===== config.mk =====
export PLATFORM = sky130hd
export DESIGN_NAME = reqack_arbiter_n2one
export DESIGN_NICKNAME = d
export VERILOG_FILES = /design/src/rtl/reqack_arbiter_n2one.sv
export SDC_FILE = /design/constraint.sdc
export NUM_CORES = 1
export LEC_CHECK = 0
export BUFFER_PORTS_ARGS = -buffer_cell sky130_fd_sc_hd__buf_2
export CAP_MARGIN = 20
export CELL_PAD_IN_SITES_DETAIL_PLACEMENT = 0
export CELL_PAD_IN_SITES_GLOBAL_PLACEMENT = 1
export CORE_UTILIZATION = 38
export DETAILED_ROUTE_END_ITERATION = 6
export HOLD_SLACK_MARGIN = 0.05
export PLACE_DENSITY_LB_ADDON = 0.25
export SYNTH_ARGS = -nofsm -noshare
export SYNTH_HDL_FRONTEND = slang
export SYNTH_SLANG_ARGS = --single-unit

===== constraint.sdc =====
create_clock -name clk -period 2.45 [get_ports clk]
set_input_delay 0.3675 -clock clk [delete_from_list [all_inputs] [get_ports clk]]
set_output_delay 0.3675 -clock clk [all_outputs]
set_load 0.1 [all_outputs]

===== src/rtl/reqack_arbiter_n2one.sv =====
`default_nettype none
// ============================================================================
// Module   : reqack_arbiter_n2one
// Brief    : N-to-1 four-phase req/ack arbiter, serialised, RR or fixed prio.
// Revision : 1.0
// ============================================================================
module reqack_arbiter_n2one #(
  parameter int NPROD       = 4,
  parameter int DWIDTH      = 8,
  parameter int SYNC_STAGES = 2,
  parameter int PRIO_MODE   = 0,
  parameter int SW          = $clog2(NPROD)
) (
  input  logic                    clk,
  input  logic                    rst_n,
  input  logic [NPROD-1:0]        prod_req,
  output logic [NPROD-1:0]        prod_ack,
  input  logic [NPROD*DWIDTH-1:0] prod_dat,
  output logic                    cons_req,
  input  logic                    cons_ack,
  output logic [DWIDTH-1:0]       cons_dat,
  output logic [SW-1:0]           cons_src,
  output logic                    busy
);

  localparam logic [1:0] S_IDLE = 2'd0;
  localparam logic [1:0] S_REQ  = 2'd1;
  localparam logic [1:0] S_DONE = 2'd2;

  logic [SYNC_STAGES-1:0][NPROD-1:0] req_sync_q;
  logic [SYNC_STAGES-1:0]            ack_sync_q;
  logic [NPROD-1:0]                  req_s;
  logic                              ack_s;

  logic [1:0]        state_q,      state_d;
  logic              cons_req_q,   cons_req_d;
  logic [DWIDTH-1:0] cons_dat_q,   cons_dat_d;
  logic [SW-1:0]     cons_src_q,   cons_src_d;
  logic [NPROD-1:0]  prod_ack_q,   prod_ack_d;
  logic [NPROD-1:0]  pend_q,       pend_d;
  logic [SW-1:0]     last_grant_q, last_grant_d;

  logic [NPROD-1:0]  req_i;
  logic [NPROD-1:0]  eligible;
  logic              grant_vld;
  logic [SW-1:0]     grant_idx;
  logic [SW-1:0]     hi_idx;
  logic [SW-1:0]     lo_idx;
  logic              hi_vld;
  logic [DWIDTH-1:0] grant_dat;

  always_ff @(posedge clk or negedge rst_n) begin
    if (!rst_n) begin
      req_sync_q <= '0;
      ack_sync_q <= '0;
    end else begin
      req_sync_q <= {req_sync_q[SYNC_STAGES-2:0], prod_req};
      ack_sync_q <= {ack_sync_q[SYNC_STAGES-2:0], cons_ack};
    end
  end

  assign req_s = req_sync_q[SYNC_STAGES-1];
  assign ack_s = ack_sync_q[SYNC_STAGES-1];

  // pend keeps the producer's ack up until the consumer side has fully closed
  assign req_i    = req_s | pend_q;
  assign eligible = req_s & ~prod_ack_q;
  assign grant_vld = |eligible;

  // Descending scan leaves the lowest match; hi_* is the lowest above last_grant
  always_comb begin
    hi_vld = 1'b0;
    hi_idx = '0;
    lo_idx = '0;
    for (int i = NPROD - 1; i >= 0; i--) begin
      if (eligible[i]) begin
        lo_idx = SW'(i);
        if (i > int'(last_grant_q)) begin
          hi_idx = SW'(i);
          hi_vld = 1'b1;
        end
      end
    end
    grant_idx = ((PRIO_MODE == 0) && hi_vld) ? hi_idx : lo_idx;
  end

  always_comb begin
    grant_dat = '0;
    for (int i = 0; i < NPROD; i++) begin
      if (grant_idx == SW'(i)) grant_dat = prod_dat[i*DWIDTH +: DWIDTH];
    end
  end

  always_ff @(posedge clk or negedge rst_n) begin
    if (!rst_n) begin
      state_q      <= S_IDLE;
      cons_req_q   <= 1'b0;
      cons_dat_q   <= '0;
      cons_src_q   <= '0;
      prod_ack_q   <= '0;
      pend_q       <= '0;
      last_grant_q <= SW'(NPROD - 1);
    end else begin
      state_q      <= state_d;
      cons_req_q   <= cons_req_d;
      cons_dat_q   <= cons_dat_d;
      cons_src_q   <= cons_src_d;
      prod_ack_q   <= prod_ack_d;
      pend_q       <= pend_d;
      last_grant_q <= last_grant_d;
    end
  end

  always_comb begin
    state_d      = state_q;
    cons_req_d   = cons_req_q;
    cons_dat_d   = cons_dat_q;
    cons_src_d   = cons_src_q;
    prod_ack_d   = prod_ack_q & req_i;
    pend_d       = pend_q;
    last_grant_d = last_grant_q;
    case (state_q)
      S_IDLE: begin
        if (grant_vld) begin
          state_d               = S_REQ;
          cons_req_d            = 1'b1;
          cons_dat_d            = grant_dat;
          cons_src_d            = grant_idx;
          prod_ack_d[grant_idx] = 1'b1;
          pend_d[grant_idx]     = 1'b1;
          last_grant_d          = grant_idx;
        end
      end
      S_REQ: begin
        if (ack_s) begin
          cons_req_d = 1'b0;
          state_d    = S_DONE;
        end
      end
      S_DONE: begin
        if (!ack_s) begin
          pend_d[cons_src_q] = 1'b0;
          state_d            = S_IDLE;
        end
      end
      default: state_d = S_IDLE;
    endcase
  end

  always_comb begin
    busy     = (state_q != S_IDLE);
    cons_req = cons_req_q;
    cons_dat = cons_dat_q;
    cons_src = cons_src_q;
    prod_ack = prod_ack_q;
  end

endmodule
`default_nettype wire


==> Word level (Yosys, flattened, before mapping) <==
Index checks and enable logic that the tools add are counted.
Widths: inputs -> output; s select.
{ "word_totals": {"ff_bits": 33, "inputBits": 39, "output_inout_bits": 16, "wordCells": 82} }
{ "classes": {"order_cmp": 7, "eq_ne": 8, "mux": 37, "bitwise_logic": 8, "n_reduce_logical": 12} }
{ "ops": {"columns": ["operator", "n"], "rows": [
  ["$mux 8", 4],
  ["$mux 2", 14],
  ["$mux 4", 4],
  ["$and 4x4->4", 3],
  ["$or 4x4->4", 3],
  ["$mux 1", 10],
  ["$reduce_and 3->1", 3],
  ["$not 4->4", 2],
  ["$pmux 4 s2", 1],
  ["$eq 2x2->1 const B", 3],
  ["$lt 2x3->1 const B", 2],
  ["$ne 2x2->1 const B", 3],
  ["$pmux 2 s3", 1],
  ["$reduce_bool 2->1", 3],
  ["$demux 1 s2", 2],
  ["$eq 2x1->1 const B", 2],
  ["$ge 2x1->1 const B", 2],
  ["$gt 2x2->1 const A", 2],
  ["$logic_not 2->1", 2],
  ["$reduce_or 4->1", 1],
  ["$gt 1x2->1 const A", 1],
  ["$logic_and 1x1->1", 2],
  ["$pmux 1 s2", 1],
  ["$reduce_and 2->1", 1]
]} }

==> Depth between registers and ports, before layout <==
{ "logic_depth": {"word_depth": 15, "depth_mapped": 8, "depth_no_buf": 5} }

==> Worst setup path after synthesis <==
No wires, ideal clock.
{ "synth_path": {"path_type": "reg2reg", "from": "register prod_ack_q[3], in the netlist prod_ack[3]", "to": "register cons_dat_q[0], in the netlist cons_dat[0]", "setup_ns": 0.095, "arrival_time_ns": 2.114, "t_required_ns": 2.355, "slack_ns": 0.240, "path_stages_with_launch": 7, "n_path_buf": 1, "period_less_slack_ns": 2.210, "cell_sequence": "dfrtp_1 or2b_2 a41o_1 buf_2 nor3_2 a32oi_1 o31ai_1"} }
{ "synth_via": {"elab_chain_len": 13, "elab_cells_between_ends": 27, "cone_classes": "eq/ne (3); mux (19); bitwise (2); reduce/logical (3)"} }
{ "synth_lines": {"columns": ["element", "line", "rtl"], "rows": [
  ["start: declaration", "39", "logic [NPROD-1:0] prod_ack_q, prod_ack_d;"],
  ["start signal: assignment", "108", "prod_ack_q <= prod_ack_d;"],
  ["$not 4->4 (*)", "67", "assign eligible = req_s & ~prod_ack_q;"],
  ["$and 4x4->4 (*)", "67", null],
  ["$mux 2 or $mux 1 (tied branches)", "76", "if (eligible[i]) begin"],
  ["$mux 2 or $mux 1 (tied branches)", "78", "if (i > int'(last_grant_q)) begin"],
  ["$mux 2 or $mux 1 (tied branches)", "76", null],
  ["$mux 2 or $mux 1 (tied branches)", "78", null],
  ["$mux 2 or $mux 1 (tied branches)", "76", null],
  ["$mux 2", "84", "grant_idx = ((PRIO_MODE == 0) && hi_vld) ? hi_idx : lo_idx;"],
  ["$logic_not 2->1", "90", "if (grant_idx == SW'(i)) grant_dat = prod_dat[i*DWIDTH +: DWIDTH];"],
  ["$mux 8 (4 in series)", "90", null],
  ["end signal: assignment", "106", "cons_dat_q <= cons_dat_d;"],
  ["end: declaration", "37", "logic [DWIDTH-1:0] cons_dat_q, cons_dat_d;"]
]} }
Every way passes the cells marked *; elsewhere a longest branch is shown, timed or not.
A chain may end at the register's enable or synchronous reset.

==> Final worst setup path <==
{ "layout_path": {"from": "register last_grant_q[1]", "to": "register cons_dat_q[4], in the netlist cons_dat[4]"} }
{ "layout_via": {"elab_chain_len": 13, "elab_cells_between_ends": 24, "cone_classes": "order compare (3); eq/ne (3); mux (17); reduce/logical (1)"} }
{ "layout_lines": {"columns": ["element", "line", "rtl"], "rows": [
  ["start: declaration", "41", "logic [SW-1:0] last_grant_q, last_grant_d;"],
  ["start signal: assignment", "102", "last_grant_q <= SW'(NPROD - 1);"],
  ["start signal: assignment", "110", "last_grant_q <= last_grant_d;"],
  ["$gt 2x2->1", "78", null],
  ["$mux 2 or $mux 1 (tied branches)", "78", null],
  ["$mux 2 or $mux 1 (tied branches)", "76", null],
  ["$mux 2 or $mux 1 (tied branches)", "78", null],
  ["$mux 2 or $mux 1 (tied branches)", "76", null],
  ["$mux 2 or $mux 1 (tied branches)", "78", null],
  ["$mux 2 or $mux 1 (tied branches)", "76", null],
  ["$mux 2 (*)", "84", null],
  ["$logic_not 2->1", "90", null],
  ["$mux 8 (3 in series)", "90", null],
  ["$mux 8 (*)", "90", null]
]} }
Marked as above.

==> qor.csv <==
stage,metric,value,unit
floorplanning,Die Y,70.38,um
yosys,Gate Count Post-Synth,171,
yosys,"FF+latch count, synth",33,
detailed_routing,via count,1558,
yosys,post-synthesis sequential area ratio,46.62,%
cts,CTS Hold Bufs,0,
yosys,Synth Area in XOR/XNOR,0,%
sta,setup TNS,0,ps
yosys,syn nets,210,
critical_path,CP max stage delay,620,ps
critical_path,Crit path top cell by count,o21a_1,
job,Max-Cap Viols,0,
yosys,dominant synthesized flop cell,dfrtp_1,
yosys,Synth top area share,43.66,%
cells_and_area,share of cells above drive strength 1,40.00,%
yosys,Synth Area in Compound Gates,30.77,%
yosys,"top cells by count, synth","31 x dfrtp_1, 21 x nand2_1, 14 x o21ai_0",
place,DP Wirelength,3.271,mm
yosys,Synth Area in Adders,0,%
cells_and_area,area grow syn2layout,23.17,%
cts,Root Driver,clkbuf_8,
sta,Worst slew margin,51.33,%
floorplanning,die area,4953,um^2
sta,RSZ-0062 raised after global routing,no,
cts,CTS tree,built,
detailed_routing,Detailed Route WL,4.443,mm
cells_and_area,nets@finish,268,
detailed_routing,DRC,0,
cts,clock slew at reported path FFs,80,ps
place,Port Buf Inserts,54,
yosys,number of synthesized flops with an enable pin,0,
critical_path,critical path arrival,2120,ps
global_route,largest net degree at the start of global routing,34,
critical_path,Worst Setup End Kind,register,
critical_path,worst-path cell chain,"inv_1, a211oi_1, o21a_1, buf_4, o21a_1, o31ai_2",
critical_path,"reg-to-reg slack, setup",490,ps
yosys,asr flop ratio synth,100.0,%
yosys,leading area contributor after synthesis,dfrtp_1,
sta,FMAX,0.5112,GHz
cts,Post-CTS Setup Inserts,0,
critical_path,slowest CP cell,dfstp_2,
hold_path,Hold Path Class,input port to asynchronous set/reset pin,
sta,final worst-path cycle share,79.85,%
status,outcome,"complete, no violations",
detailed_routing,drt via density,5.525,
yosys,syn avg cell area,10.39,um^2
yosys,largest family of logic cells by synthesized area,compound AO/OA/AOI/OAI gates,
global_route,total track usage,19.06,%
cts,clk_lat worst skew,290,ps
cts,Post-CTS Resized,0,
global_route,first-pass GRT wire length,7.396,mm
yosys,post-synthesis cell area,1777,um^2
sta,"Slew Viols, Final",0,
yosys,Unique masters post-synth,47,
place,final RePlAce weighted congestion,0.8441,
cells_and_area,# diodes,0,
yosys,mux contribution to synthesized area,1.127,%
cts,CTS H-tree depth,2,
critical_path,WP data required,2610,ps
yosys,YS warnings,0,
floorplanning,core area,4414,um^2
detailed_routing,Final ANT Viol Nets,0,
floorplanning,Die W,70.38,um
cts,clk buf depth,2,
critical_path,Worst setup SP type,register,
sta,worst slew pin tran,730.0,ps
yosys,"count leader, synth",dfrtp_1,
global_route,initial antenna violation count,0,
cts,CTS Sinks,33,
yosys,Synth area leaders,"dfrtp_1 44%, nand2_1 4.4%, a211oi_2 4.2%",
global_route,GRT Residual Overflow,0,
cells_and_area,fill count,420,
floorplanning,Starting Density,40.25,%
sta,setup violators final,0,
detailed_routing,1st-pass router iterations,4,
floorplanning,I/O pins,55,
global_route,vias in the first global route,1531,
critical_path,Setup CP Type,register to register,
detailed_routing,DR iter-0 viols,51,
floorplanning,num rows,24,
sta,Period minus WS final,1956,ps
critical_path,crit-path max FO,10,
cts,CTS buffer count,5,
detailed_routing,wire length per cell,15.76,um
sta,Worst Skew,5.690,ps
sta,Final Hold Vio Count,0,
yosys,area share of and/or/nand/nor cells after synthesis,18.24,%
==> routing by layer <==
metal	vias up	share of wire, %	track usage [%]
li1	752	-	-
met1	752	48	27.52
met2	47	45	28.36
met3	7	5.4	4.040
met4	0	1.1	6.000
met5	-	0	0
==> cell families after synthesis <==
| group | Yosys count |
|---|---|
| AO/OA/AOI/OAI | 69 |
| AND/OR/NAND/NOR | 57 |
| flip-flops | 33 |
| buffers and inverters | 10 |
| multiplexers | 2 |
==> metrics by stage <==
stage	util, %	hold WS, ps	setup WS [ps]	instance area, um^2	instances
2_1_floorplan	-	71.91	240.4	1777	171
3_3_place_gp	47.39	332.7	513.9	2092	274
3_5_place_dp	47.39	336.4	530.9	2092	274
4_1_cts	49.57	164.9	510.9	2188	282
5_1_grt	49.57	172.5	365.1	2188	282
6_report	49.57	131.6	493.7	2188	282
==> final timing paths <==
| kind | startpoint | endpoint | depth (start not counted) |
|---|---|---|---|
| setup / recovery | last_grant_q[1] | cons_dat[4] | 6 |
| hold / removal | rst_n | req_s[1] | 1 |
| setup reg to reg | last_grant_q[1] | cons_dat[4] | 6 |
| hold reg to reg | req_sync_q[0] | req_s[0] | 0 |
| max in group asynchronous | rst_n | cons_dat[3] | 1 |
| min in group clk | prod_req[1] | req_sync_q[1] | 1 |
==> worst max-delay path, delay by kind of cell, from the launching register on <==
kind                   cells  cell delay, ps
AO/OA/AOI/OAI              4             840
flip-flops                 1             620
buffers and inverters      2             370
==> placed cells by master, fill, tap and decap left out, types with 2 or more instances in the layout <==
| master | count |
|---|---|
| mux2i_1 | 2 |
| nor2b_2 | 2 |
| o21ai_0 | 14 |
| and3_4 | 2 |
| nor2b_1 | 2 |
| nand2b_1 | 3 |
| inv_1 | 4 |
| o211ai_1 | 4 |
| clkbuf_8 | 6 |
| nor2_1 | 7 |
| dfrtp_1 | 31 |
| nand2_1 | 21 |
| dfstp_2 | 2 |
| o21a_1 | 7 |
| a21o_1 | 4 |
| nand3_1 | 2 |
| and3_1 | 3 |
| o31ai_1 | 2 |
| a32oi_1 | 3 |
| a21oi_1 | 11 |
| nor3_1 | 5 |
| o31ai_2 | 5 |
| a211oi_2 | 6 |
| buf_2 | 54 |
| buf_4 | 3 |
==> sequential cells by signal, summed over array words and instances, names as in the netlist <==
register	cells
pend_q	4
cons_req	1
req_sync_q	4
cons_dat	8
prod_ack	4
state_q	2
cons_src	2
ack_sync_q	2
req_s	4
last_grant_q	2
==> layout make-up <==
cell class,count,area [um^2],share of cell area (%)
clock buffer,6,82.58,3.774
clock inverter,2,13.76,0.6289
inverter,4,15.01,0.6861
multi-input combinational,128,890.9,40.71
sequential,33,828.3,37.85
tap,52,65.06,2.973
timing repair buffer,57,292.8,13.38
Power is left out: the tool's default activity adds up to more than one toggle a clock period on the data nets, which glitch-free logic cannot reach.
